===== src/rtl/apb_master.sv =====
// apb_master: single-outstanding APB requester.
// A valid/ready command port is turned into an APB SETUP/ACCESS transfer.
// Exactly one response pulse is returned per accepted command. The response
// carries the read data, the slave error flag and a timeout flag.
// Every APB and response output comes straight from a flop, so pready has no
// combinational path to the bus.

module apb_master #(
   parameter int ADDR_WIDTH = 12,
   parameter int DATA_WIDTH = 32,
   parameter int TIMEOUT    = 16
) (
   input  logic                  sys_clk,
   input  logic                  sys_rst,
   // command port
   input  logic                  cmd_valid,
   output logic                  cmd_ready,
   input  logic                  cmd_write,
   input  logic [ADDR_WIDTH-1:0] cmd_addr,
   input  logic [DATA_WIDTH-1:0] cmd_wdata,
   // response port
   output logic                  rsp_valid,
   output logic [DATA_WIDTH-1:0] rsp_rdata,
   output logic                  rsp_err,
   output logic                  rsp_timeout,
   // APB requester side
   output logic                  psel,
   output logic                  penable,
   output logic                  pwrite,
   output logic [ADDR_WIDTH-1:0] paddr,
   output logic [DATA_WIDTH-1:0] pwdata,
   input  logic [DATA_WIDTH-1:0] prdata,
   input  logic                  pready,
   input  logic                  pslverr
);

   typedef enum logic [1:0] {
      ST_IDLE   = 2'd0,
      ST_SETUP  = 2'd1,
      ST_ACCESS = 2'd2
   } state_t;

   // The last ACCESS cycle that is still counted. If pready is low when the
   // wait counter holds this value, the transfer is aborted.
   localparam logic [7:0] LP_WAIT_LAST = 8'(TIMEOUT - 1);

   // FSM state
   state_t                  r_state;
   state_t                  w_next_state;

   // wait counter and transfer qualifiers
   logic [7:0]              r_wait_cnt;
   logic [7:0]              w_wait_cnt_nxt;
   logic                    w_accept;
   logic                    w_access_ok;
   logic                    w_access_to;

   // registered APB outputs and their next values
   logic                    r_psel;
   logic                    r_penable;
   logic                    r_pwrite;
   logic [ADDR_WIDTH-1:0]   r_paddr;
   logic [DATA_WIDTH-1:0]   r_pwdata;
   logic                    w_psel_nxt;
   logic                    w_penable_nxt;
   logic                    w_pwrite_nxt;
   logic [ADDR_WIDTH-1:0]   w_paddr_nxt;
   logic [DATA_WIDTH-1:0]   w_pwdata_nxt;

   // registered response outputs and their next values
   logic                    r_rsp_valid;
   logic [DATA_WIDTH-1:0]   r_rsp_rdata;
   logic                    r_rsp_err;
   logic                    r_rsp_timeout;
   logic                    w_rsp_valid_nxt;
   logic [DATA_WIDTH-1:0]   w_rsp_rdata_nxt;
   logic                    w_rsp_err_nxt;
   logic                    w_rsp_timeout_nxt;

   // A command is taken only in IDLE. In any other state the source holds it.
   assign w_accept    = (r_state == ST_IDLE) && cmd_valid;

   // pready is tested before the timeout limit. A late pready in the final
   // counted cycle therefore still completes normally.
   assign w_access_ok = (r_state == ST_ACCESS) && pready;
   assign w_access_to = (r_state == ST_ACCESS) && !pready && (r_wait_cnt == LP_WAIT_LAST);

   // State register: a synchronous reset returns to IDLE and drops any outstanding transfer.
   always_ff @(posedge sys_clk) begin
      if (sys_rst) begin
         r_state <= ST_IDLE;
      end else begin
         r_state <= w_next_state;
      end
   end

   // Next-state decode: IDLE -> SETUP on accept, SETUP -> ACCESS always, ACCESS -> IDLE on ready or abort.
   always_comb begin
      w_next_state = r_state;
      case (r_state)
         ST_IDLE: begin
            if (w_accept) begin
               w_next_state = ST_SETUP;
            end else begin
               w_next_state = ST_IDLE;
            end
         end
         ST_SETUP: begin
            w_next_state = ST_ACCESS;
         end
         ST_ACCESS: begin
            if (w_access_ok || w_access_to) begin
               w_next_state = ST_IDLE;
            end else begin
               w_next_state = ST_ACCESS;
            end
         end
         default: begin
            w_next_state = ST_IDLE;
         end
      endcase
   end

   // Output decode: compute next values of all registered outputs from the state transition.
   always_comb begin
      // The bus strobes follow the state being entered, so they are valid
      // in the same cycle as that state.
      w_psel_nxt    = (w_next_state != ST_IDLE);
      w_penable_nxt = (w_next_state == ST_ACCESS);

      // Address, direction and data are loaded once per transfer and held
      // until the next accept.
      if (w_accept) begin
         w_pwrite_nxt = cmd_write;
         w_paddr_nxt  = cmd_addr;
         w_pwdata_nxt = cmd_wdata;
      end else begin
         w_pwrite_nxt = r_pwrite;
         w_paddr_nxt  = r_paddr;
         w_pwdata_nxt = r_pwdata;
      end

      // The wait counter starts at zero for every transfer. It advances only
      // while ACCESS waits, and saturates at the abort point instead of wrapping.
      if (w_accept) begin
         w_wait_cnt_nxt = 8'd0;
      end else if ((r_state == ST_ACCESS) && !pready && (r_wait_cnt != LP_WAIT_LAST)) begin
         w_wait_cnt_nxt = r_wait_cnt + 8'd1;
      end else begin
         w_wait_cnt_nxt = r_wait_cnt;
      end

      // The response fields change only on a completion. rsp_valid is a
      // single-cycle pulse.
      if (w_access_ok) begin
         w_rsp_valid_nxt   = 1'b1;
         w_rsp_rdata_nxt   = r_pwrite ? {DATA_WIDTH{1'b0}} : prdata;
         w_rsp_err_nxt     = pslverr;
         w_rsp_timeout_nxt = 1'b0;
      end else if (w_access_to) begin
         w_rsp_valid_nxt   = 1'b1;
         w_rsp_rdata_nxt   = {DATA_WIDTH{1'b0}};
         w_rsp_err_nxt     = 1'b1;
         w_rsp_timeout_nxt = 1'b1;
      end else begin
         w_rsp_valid_nxt   = 1'b0;
         w_rsp_rdata_nxt   = r_rsp_rdata;
         w_rsp_err_nxt     = r_rsp_err;
         w_rsp_timeout_nxt = r_rsp_timeout;
      end
   end

   // Output and datapath registers: all cleared by reset, otherwise loaded from the output decode.
   always_ff @(posedge sys_clk) begin
      if (sys_rst) begin
         r_psel        <= 1'b0;
         r_penable     <= 1'b0;
         r_pwrite      <= 1'b0;
         r_paddr       <= {ADDR_WIDTH{1'b0}};
         r_pwdata      <= {DATA_WIDTH{1'b0}};
         r_wait_cnt    <= 8'd0;
         r_rsp_valid   <= 1'b0;
         r_rsp_rdata   <= {DATA_WIDTH{1'b0}};
         r_rsp_err     <= 1'b0;
         r_rsp_timeout <= 1'b0;
      end else begin
         r_psel        <= w_psel_nxt;
         r_penable     <= w_penable_nxt;
         r_pwrite      <= w_pwrite_nxt;
         r_paddr       <= w_paddr_nxt;
         r_pwdata      <= w_pwdata_nxt;
         r_wait_cnt    <= w_wait_cnt_nxt;
         r_rsp_valid   <= w_rsp_valid_nxt;
         r_rsp_rdata   <= w_rsp_rdata_nxt;
         r_rsp_err     <= w_rsp_err_nxt;
         r_rsp_timeout <= w_rsp_timeout_nxt;
      end
   end

   // cmd_ready is decoded directly from the state register.
   assign cmd_ready   = (r_state == ST_IDLE);

   assign psel        = r_psel;
   assign penable     = r_penable;
   assign pwrite      = r_pwrite;
   assign paddr       = r_paddr;
   assign pwdata      = r_pwdata;
   assign rsp_valid   = r_rsp_valid;
   assign rsp_rdata   = r_rsp_rdata;
   assign rsp_err     = r_rsp_err;
   assign rsp_timeout = r_rsp_timeout;

endmodule


===== config.mk =====
export PLATFORM = sky130hd
export DESIGN_NAME = apb_master
export DESIGN_NICKNAME = d
export VERILOG_FILES = /design/src/rtl/apb_master.sv
export SDC_FILE = /design/constraint.sdc
export NUM_CORES = 1
export LEC_CHECK = 0
export ABC_AREA = 1
export CORE_ASPECT_RATIO = 1.1
export CORE_UTILIZATION = 30
export DETAILED_ROUTE_END_ITERATION = 16
export PLACE_DENSITY = 0.75
export REMOVE_ABC_BUFFERS = 1
export SLEW_MARGIN = 20
export SYNTH_ARGS = -nofsm -noshare
export SYNTH_HDL_FRONTEND = slang
export SYNTH_SLANG_ARGS = --single-unit

===== constraint.sdc =====
create_clock -name sys_clk -period 1.5 [get_ports sys_clk]
set_clock_uncertainty 0.15 [all_clocks]
set_input_delay 0.3 -clock sys_clk [delete_from_list [all_inputs] [get_ports sys_clk]]
set_output_delay 0.3 -clock sys_clk [all_outputs]
set_load 0.01 [all_outputs]

==> results by group, run 1 <==
Outcome
  – Status: completed

Die
  – Full die area: 11,400 µm²
  – FP Rows: 39
  – Vert. Die Dim: 112 µm
  – Starting Density: 31.3%
  – IO Pins: 165
  – Core ar.: 10,500 µm²
  – Die X: 102 µm

Clock tree
  – CTS Hold Bufs: 0
  – CTS root buffer: clkbuf_16
  – Clock transition at path regs: 60 ps
  – Total CTS buffers: 9
  – Clock sink count: 92
  – CTS tree: built
  – H-tree Lvls: 3
  – Longest Clk Path Bufs: 2
  – Skew-Pair Late Insertion Delay: 330 ps

Hold path
  – Hold depth: 2
  – Hold_sp: rsp_timeout
  – Hold Path Class: reg2reg

Place
  – Final GP Congestion: 0.786
  – Placed cell area: 5210 µm²
  – Port buffer count: 164
  – DP HPWL: 6.57 mm

Synth
  – Sequential-to-total area share from yosys stat: 55.9%
  – Dominant synthesized flop cell: dfxtp_1
  – Synth Instances: 344
  – Post-Synth Adder-Cell Area: 0.380%
  – Post-Synth XOR/XNOR Area: 0.797%
  – Post-synth top cells: 92 x dfxtp_1, 60 x nand2_1, 45 x a22o_1
  – Yosys warning count: 0
  – Main combinational cell family by area after synthesis: compound AO/OA/AOI/OAI gates
  – Count leader, synth: dfxtp_1
  – Post-synth top area cell: dfxtp_1
  – Post-synth cell types: 26
  – Cell area after synthesis: 3300 µm²
  – Synth async-reset ratio: 0%
  – Simple logic cell fraction of the synthesized area: 16.5%
  – Compound-cell area share of the yosys netlist: 19.8%
  – Flip-flop and latch count after synthesis: 92
  – Syn_area_per_cell: 9.58 µm²
  – Synth top area share: 55.9%
  – Post-synthesis mux area share: 0%
  – EDFF count, synth: 0
  – Main area contributors after synthesis: dfxtp_1 56%, a22o_1 12%, nand2_1 6.8%

Routing
  – Drt pass-1 iters: 5
  – Routed wire length: 9.24 mm
  – Post-DRT Antenna Nets: 0
  – WL/cell: 13.7 µm
  – DR DRC count: 0
  – Initial DRC Count: 104
  – Via Count: 3,144
  – Vias/cell: 4.65

Setup path
  – Critical Path Start Type: register
  – Reg2reg path depth: 7
  – Crit path launch: r_wait_cnt[1]
  – R2R Setup Slk: 30 ps
  – Crit path capture type: register
  – Reg-to-Reg Start: r_wait_cnt[1]
  – Critical Path RT: 1570 ps
  – Worst Path Arrival: 1540 ps
  – Crit Path Class: reg2reg
  – Worst-path maximum fanout: 28

Cells and area
  – N_diodes: 0
  – Layout fillers: 1,012
  – Share of cells above drive strength 1: 12.9%
  – Post-route cell area: 5490 µm²
  – FF+latch area: 1850 µm²
  – Multi-input combinational cell area: 1270 µm²
  – Area delta synth->final: 66.7%
  – Fin nets: 611

STA
  – Worst slew pin tran: 276 ps
  – Max-Slew Margin vs Limit: 81.6%
  – Setup violators final: 0
  – RSZ-0062 raised after global routing: true
  – Final hold slack: 314 ps
  – Fin. Hold Viols: 0
  – Crit path time final: 1470 ps
  – Period utilisation layout: 98.3%
  – Maximum clock rate: 0.678 GHz
  – Slew Viols, Final: 0

Global routing
  – Gr usage total: 16.3%
  – First-pass GRT wire length: 14.4 mm
  – Gr ovfl total: 0
  – Via count of the first global-routing pass: 3,154
  – Largest net degree at the start of global routing: 46
  – Initial antenna violation count: 0

Power
  – Switching Fraction: 22.3%
  – Clock share of power: 40.3%
  – Internal: 4.32 mW
  – NetSw: 1.24 mW
  – Sequential Power Share: 47.0%
  – Max IR drop VDD: 0.000471 V
  – Comb power frac: 12.7%
  – Pleak: 2.45 nW
  – Pwr dens: 1010 nW/µm²

Run
  – MaxCap Viol Count: 0
## final timing paths
kind / end
setup / recovery: rsp_rdata[0]
hold / removal: rsp_timeout
setup reg to reg: rsp_rdata[0]
hold reg to reg: rsp_timeout
## worst max-delay path: stages (launching register included)
cell	delay, ps
dfxtp_2	360
ha_4	160
nand3_4	110
nor2_4	160
nand2_4	80
buf_12	170
nand3_1	90
a21oi_2	60
## sequential cells by signal (all words and copies together), names as in the netlist
| signal | flops |
|---|---|
| rsp_rdata | 32 |
| rsp_valid | 1 |
| paddr | 12 |
| r_wait_cnt | 8 |
| rsp_timeout | 1 |
| r_state | 2 |
| psel | 1 |
| rsp_err | 1 |
| pwdata | 32 |
| pwrite | 1 |
| penable | 1 |
## timing repair
action                                  CTS  global route
resized for setup                        88             9
endpoints found under the setup margin  123            72
pin swaps                                 3             3
endpoints found under the hold margin     0             0
buffers inserted                          0             3
gates cloned                              0             1
## power groups by stage
stage	registers (mW)	logic, mW	clock network [mW]
after floorplan	2.71	0.170	0
after global placement	2.67	0.760	0
after detailed placement	2.67	0.767	0
after CTS	2.61	0.698	2.32
after global routing	2.62	0.757	2.42
final	2.61	0.703	2.24
## layout make-up
type	count	area share (%)
Clock buffer	13	4.56
Tap cell	143	3.26
Clock inverter	3	0.843
Multi-Input combinational cell	216	23.2
Timing Repair Buffer	196	33.6
Inverter	13	0.934
Sequential cell	92	33.6
## routing by layer
metal | global-route usage (%) | wire length [µm] | part of all wire [%] | vias up
li1 | - | - | - | 1559
met1 | 17.7 | 3670 | 40 | 1419
met2 | 27.4 | 4440 | 48 | 148
met3 | 5.78 | 904 | 9.8 | 18
met4 | 8.67 | 214 | 2.3 | 0
met5 | 0 | 0 | 0 | -
## logic make-up (layout without fill, tap and decap cells)
logic type      Yosys count  count (layout)
compound gates           94              94
xor+xnor                  3               3
fa+ha+maj                 1               1
buf+inv                  36             225
flops                    92              92
simple gates            118             118
## metrics by stage
step / power (mW) / setup TNS [ps] / instances / util [%] / worst slack, ps
after floorplan: 2.88 / -24050 / 321 / - / -573
after global placement: 3.43 / -17970 / 656 / 49.4 / -230
after detailed placement: 3.44 / -20110 / 656 / 49.4 / -268
after CTS: 5.63 / 0 / 672 / 51.4 / 0.976
after global routing: 5.80 / -675 / 676 / 52.1 / -41.4
final: 5.56 / 0 / 676 / 52.1 / 25.2
## cell usage in the layout, fill, tap and decap left out, types with 2 or more instances in the layout
cell              n
inv_1            10
nor2_1           12
a22o_1           45
inv_2             2
dlygate4sd2_1    82
nor2_2            2
clkbuf_16        10
clkdlybuf4s50_1  81
a21oi_1          39
o21ai_1           2
buf_4            26
nor2_4            4
buf_12            4
nand2_1          60
nand2_4           2
nand3_1          34
clkbuf_1          3
a21oi_2           3
dfxtp_1          89
o21ai_0           3
dfxtp_2           3
xnor2_1           2
(Power assumes the default switching activity.)
==> inputs of run 2 (changes only) <==
--- a/config.mk
+++ b/config.mk
@@ -15,3 +15,4 @@
 export SYNTH_ARGS = -nofsm -noshare
 export SYNTH_HDL_FRONTEND = slang
 export SYNTH_SLANG_ARGS = --single-unit
+export TNS_END_PERCENT = 1
==> run 2 against run 1 <==
Against the previous run:
- core utilization increased by 0.059 points
- cell count unchanged
- cell area increased by 0.11%
- combinational power about the same
- flip-flop and latch count unchanged
- power about the same
- via count unchanged
- global-route usage unchanged
- largest power group unchanged
- highest routed layer unchanged
==> results by group, run 2 (synthesis results as in run 1) <==
Die
  – FP Rows: 39 (unchanged)
  – IO Pins: 165 (unchanged)
  – Starting Density: 31.3% (unchanged)
  – Vert. Die Dim: 112 µm (unchanged)
  – Die X: 102 µm (unchanged)
  – Full die area: 11,400 µm² (unchanged)
  – Core ar.: 10,500 µm² (unchanged)

STA
  – Worst slew pin tran: 276 ps (unchanged)
  – Crit path time final: 1470 ps (unchanged)
  – Final hold slack: 314 ps (unchanged)
  – Maximum clock rate: 0.678 GHz (unchanged)
  – Fin. Hold Viols: 0 (unchanged)
  – Setup violators final: 0 (unchanged)
  – Period utilisation layout: 98.3% (unchanged)
  – Slew Viols, Final: 0 (unchanged)
  – RSZ-0062 raised after global routing: true
  – Max-Slew Margin vs Limit: 81.6% (unchanged)

Cells and area
  – Share of cells above drive strength 1: 12.9% (unchanged)
  – N_diodes: 0 (unchanged)
  – Fin nets: 611 (unchanged)
  – Most frequent cells in the layout: 89 x dfxtp_1, 82 x dlygate4sd2_1, 81 x clkdlybuf4s50_1, 60 x nand2_1, 45 x a22o_1
  – Layout fillers: 1,010 (-0.20%)
  – FF+latch area: 1850 µm² (unchanged)
  – Multi-input combinational cell area: 1270 µm² (unchanged)
  – Area delta synth->final: 66.9%
  – Commonest non-fill, non-tap cell in the layout: dfxtp_1

Clock tree
  – CTS root buffer: clkbuf_16
  – H-tree Lvls: 3 (unchanged)
  – Clock transition at path regs: 60 ps (about the same)
  – Longest Clk Path Bufs: 2 (unchanged)
  – CTS tree: built
  – CTS Hold Bufs: 0 (unchanged)
  – Clock sink count: 92 (unchanged)
  – Total CTS buffers: 9 (unchanged)
  – Skew-Pair Late Insertion Delay: 330 ps (about the same)

Routing
  – Routed wire length: 9.24 mm (about the same)
  – Drt pass-1 iters: 5 (unchanged)
  – Via Count: 3,144 (unchanged)
  – Initial DRC Count: 104 (unchanged)
  – WL/cell: 13.7 µm (about the same)
  – Vias/cell: 4.65 (unchanged)
  – Post-DRT Antenna Nets: 0 (unchanged)
  – DR DRC count: 0 (unchanged)

Setup path
  – Worst Path Arrival: 1540 ps (about the same)
  – Reg-to-Reg Start: r_wait_cnt[1]
  – CP max-delay cell: dfxtp_2
  – FF-to-FF End: rsp_rdata[0]
  – Critical Path RT: 1570 ps (about the same)
  – CP Cell Sequence: ha_4 -> nand3_4 -> nor2_4 -> nand2_4 -> buf_12 -> nand3_1 -> a21oi_2
  – Critical Path Start Type: register
  – Worst-path maximum fanout: 28 (unchanged)
  – CP max stage delay: 360 ps (about the same)
  – Critical path's top delay family: simple AND/OR/NAND/NOR gates
  – Reg2reg path depth: 7 (unchanged)
  – R2R Setup Slk: 30 ps (about the same)
  – Bufs and invs on worst path: 1 (unchanged)
  – Crit path launch: r_wait_cnt[1]
  – Crit Path Class: reg2reg
  – Crit path capture type: register

Place
  – Final GP Congestion: 0.786 (unchanged)
  – DP HPWL: 6.57 mm (unchanged)
  – Port buffer count: 164 (unchanged)

Global routing
  – Initial antenna violation count: 0 (unchanged)
  – First-pass GRT wire length: 14.4 mm (unchanged)
  – Largest net degree at the start of global routing: 46 (unchanged)
  – Via count of the first global-routing pass: 3,154 (unchanged)
  – Gr usage total: 16.3% (unchanged)
  – Gr ovfl total: 0 (unchanged)

Power
  – Max IR drop VDD: 0.000471 V (about the same)
  – Pleak: 2.46 nW (about the same)
  – Pwr dens: 1010 nW/µm² (about the same)
  – Final Total Pwr: 5.56 mW (about the same)

Outcome
  – Status: completed

Hold path
  – Hold Path Class: reg2reg
  – Hold_sp: rsp_timeout
  – Min-Delay Endpoint: rsp_timeout
  – Hold depth: 2 (unchanged)

Run
  – MaxCap Viol Count: 0 (unchanged)
[run 2: cell count changes in the layout (fill, tap and decap cells not counted)]
cell             delta
buf_2               -1
clkdlybuf4s15_2     +1
[run 2: cell type report]
class                           count  area share [%]
Multi-Input combinational cell    216            23.2
Timing Repair Buffer              196            33.7
Inverter                           13           0.933
Clock buffer                       13            4.55
Clock inverter                      3           0.842
Tap cell                          143            3.25
Sequential cell                    92            33.6
[run 2: timing repair]
item | CTS | global route
setup buffers | 0 | 3
gates cloned | 0 | 1
endpoints found under the hold margin | 0 | 0
pin swaps | 3 | 3
resized for setup | 88 | 8
setup endpoints to repair | 123 | 72
[run 2: worst max-delay path by stage]
stage	to	slack (ps)	depth (start not counted)
floorplan	r_wait_cnt[2]	-570	6
global route	rsp_rdata[4]	-40	7
finish	rsp_rdata[0]	30	7
global placement	paddr[1]	-230	7
detailed placement	rsp_rdata[20]	-270	5
CTS	rsp_rdata[0]	1	7
[run 2: where the power goes]
part | switching, mW | internal, mW | leakage (nW)
clock | 0.899 | 1.34 | 0.140
sequential | 0.0574 | 2.56 | 0.751
combinational | 0.285 | 0.420 | 1.57
total | 1.24 | 4.32 | 2.46
[run 2: metal layers]
metal	vias up	track usage, %	share of wire, %
li1	1559	-	-
met1	1419	17.7	40
met2	148	27.4	48
met3	18	5.78	9.8
met4	0	8.67	2.3
met5	-	0	0
[run 2: through the flow]
| stage | worst slack [ps] | instance area [µm²] | TNS, ps | std cells | util (%) |
|---|---|---|---|---|---|
| 6_report | 25.2 | 5500 | 0 | 676 | 52.2 |
| 5_1_grt | -41.4 | 5500 | -687 | 676 | 52.2 |
| 4_1_cts | 0.976 | 5420 | 0 | 672 | 51.4 |
| 3_5_place_dp | -268 | 5210 | -20110 | 656 | 49.4 |
| 3_3_place_gp | -230 | 5210 | -17970 | 656 | 49.4 |
| 2_1_floorplan | -573 | 3120 | -24050 | 321 | - |
[run 2: worst reg2reg max path, stage by stage, from the launching register on]
cell and delay, ps:
dfxtp_2 360, ha_4 160, nand3_4 110, nor2_4 160, nand2_4 80, buf_12 170, nand3_1 110, a21oi_2 60
==> inputs of run 3 (changes only) <==
--- a/config.mk
+++ b/config.mk
@@ -7,6 +7,7 @@
 export LEC_CHECK = 0
 export ABC_AREA = 1
 export CORE_ASPECT_RATIO = 1.1
+export CORE_MARGIN = 8
 export CORE_UTILIZATION = 30
 export DETAILED_ROUTE_END_ITERATION = 16
 export PLACE_DENSITY = 0.75
==> run 3 against run 2 <==
Against the previous run:
- setup slack improved by 34 ps
- via count rose by 0.13%
- flip-flop and latch count did not move
- maximum frequency rose by 2.4%
- global-route usage fell by 2.7 points
- die area rose by 28%
- core utilization fell by 1.5 points
- non-clock buffer count fell by 5
- clock power rose by 2%
- first-iteration DRC count rose by 73%
- cell count fell by 0.15%
- wire length rose by 12%
- critical endpoint is now rsp_rdata[21]
==> results by group, run 3 (synthesis results as in run 1) <==
STA
  – RSZ-0062 raised after global routing: true
  – Setup TNS: 0 ps (unchanged)
  – Max-Slew Margin vs Limit: 77.9% (-3.7 points)
  – Crit path time final: 1440 ps (-34.0 ps)
  – Final hold slack: 308 ps (-5.94 ps)
  – Slew Viols, Final: 0 (unchanged)
  – Worst slew pin tran: 331 ps (+55.1 ps)
  – Maximum clock rate: 0.694 GHz (+2.4%)
  – Fin. Hold Viols: 0 (unchanged)
  – Period utilisation layout: 96.1% (-2.3 points)
  – Setup violators final: 0 (unchanged)
  – Final Worst Setup Slack: 59.2 ps (+34.0 ps)

Setup path
  – Critical Path RT: 1620 ps (+50 ps)
  – Worst-path maximum fanout: 32 (+14%)
  – Critical Path Start Type: input port
  – CP max-delay cell: clkdlybuf4s50_1
  – CP Cell Sequence: clkdlybuf4s50_1 -> nand2_4 -> nor2_4 -> buf_12 -> nand2_1 -> a21oi_1
  – Crit path capture type: register
  – Crit Path Class: in2reg
  – Worst Path Arrival: 1560 ps (+20 ps)
  – CP max stage delay: 570 ps (+210 ps)

Die
  – Starting Density: 30.5% (-0.78 points)
  – IO Pins: 165 (unchanged)
  – Core ar.: 10,800 µm² (+2.6%)
  – FP Rows: 40 (+2.6%)
  – Full die area: 14,600 µm² (+28%)
  – Die X: 116 µm (+14%)
  – Vert. Die Dim: 126 µm (+13%)

Clock tree
  – Clock transition at path regs: 70 ps (about the same)
  – Longest Clk Path Bufs: 2 (unchanged)
  – CTS Hold Bufs: 0 (unchanged)
  – Setup bufs post-CTS: 0 (unchanged)
  – CTS root buffer: clkbuf_16
  – Total CTS buffers: 9 (unchanged)
  – Clock sink count: 92 (unchanged)
  – CTS tree: built
  – H-tree Lvls: 3 (unchanged)
  – Skew-Pair Late Insertion Delay: 330 ps (about the same)

Place
  – Port buffer count: 164 (unchanged)
  – Placed Cells: 659 (+0.46%)
  – Final GP Congestion: 0.791 (+0.71%)
  – DP HPWL: 7.79 mm (+19%)
  – Placed cell area: 5220 µm² (+0.19%)
  – Dpl ws: -291 ps (-22.5 ps)

Cells and area
  – Area delta synth->final: 66.1%
  – Fin cells: 675 (-0.15%)
  – Commonest non-fill, non-tap cell in the layout: dfxtp_1
  – N_diodes: 0 (unchanged)
  – Post-route cell area: 5470 µm² (-0.45%)
  – Final core occ: 50.6% (-1.5 points)
  – Share of cells above drive strength 1: 13.1% (+0.12 points)
  – Fin nets: 606 (-0.82%)
  – Most frequent cells in the layout: 90 x dfxtp_1, 82 x dlygate4sd2_1, 81 x clkdlybuf4s50_1, 57 x nand2_1, 45 x a22o_1

Global routing
  – First-pass GRT wire length: 16.0 mm (+11%)
  – Gr usage total: 13.6% (-2.7 points)
  – Initial antenna violation count: 0 (unchanged)
  – Largest net degree at the start of global routing: 38 (-17%)
  – Via count of the first global-routing pass: 3,227 (+2.3%)
  – Gr ovfl total: 0 (unchanged)

Outcome
  – Status: completed

Routing
  – Routed wire length: 10.4 mm (+12%)
  – WL/cell: 15.4 µm (+13%)
  – Post-DRT Antenna Nets: 0 (unchanged)
  – Vias/cell: 4.66 (+0.28%)
  – Initial DRC Count: 180 (+73%)
  – DR DRC count: 0 (unchanged)
  – Via Count: 3,148 (+0.13%)
  – Drt pass-1 iters: 4 (-1)

Hold path
  – Hold Path Class: reg2reg

Power
  – Max IR drop VDD: 0.000608 V (+29%)
  – Pwr dens: 1020 nW/µm² (+1.2%)
  – Pleak: 2.44 nW (-0.60%)
  – Final Total Pwr: 5.60 mW (+0.76%)

Run
  – MaxCap Viol Count: 0 (unchanged)
==> run 3: changes by cell type in the layout (fill, tap and decap cells not counted), moves of 2 or more <==
cell / delta
inv_6: +3
clkbuf_1: -2
nand2_2: +3
buf_4: -8
nand2_1: -3
buf_6: +3
==> run 3: layout make-up <==
cell class | count | area (µm²)
well taps | 147 | 184
clock buffers | 10 | 229
fillers | 1058 | 5340
repair buffers | 191 | 1810
clock inverters | 6 | 70.1
flip-flops and latches | 92 | 1840
multi-input cells | 216 | 1280
inverters | 13 | 48.8
==> run 3: repair_timing <==
| action | CTS | global route |
|---|---|---|
| gates resized for setup | 88 | 15 |
| endpoints found under the setup margin | 107 | 46 |
| cloned | 0 | 0 |
| pin swaps | 0 | 3 |
==> run 3: worst paths after layout <==
path                    start            end  slack (ps)  cells after the start
hold / removal    rsp_timeout    rsp_timeout         310                      2
setup reg to reg   r_state[0]  rsp_rdata[21]          80                      8
hold reg to reg   rsp_timeout    rsp_timeout         310                      2
setup / recovery       pready  rsp_rdata[21]          60                      6
==> run 3: layer usage <==
metal | part of all wire [%] | GRT usage [%] | up-vias
met1 | 42 | 15.5 | 1441
met3 | 12 | 7.12 | 14
met2 | 44 | 21.2 | 150
met5 | 0 | 0 | -
met4 | 1.8 | 4.58 | 0
li1 | - | - | 1543
==> run 3: critical path, delay by kind of cell <==
family                 cells  cell delay (ps)
buffers and inverters      2              750
and+or+nand+nor            3              350
AOI/OAI and AO/OA          1              150
==> run 3: power by group <==
| part | internal (mW) | total [mW] | switching (mW) |
|---|---|---|---|
| clock network | 1.31 | 2.29 | 0.974 |
| registers | 2.55 | 2.61 | 0.0577 |
| logic | 0.413 | 0.705 | 0.292 |
| total | 4.28 | 5.60 | 1.32 |
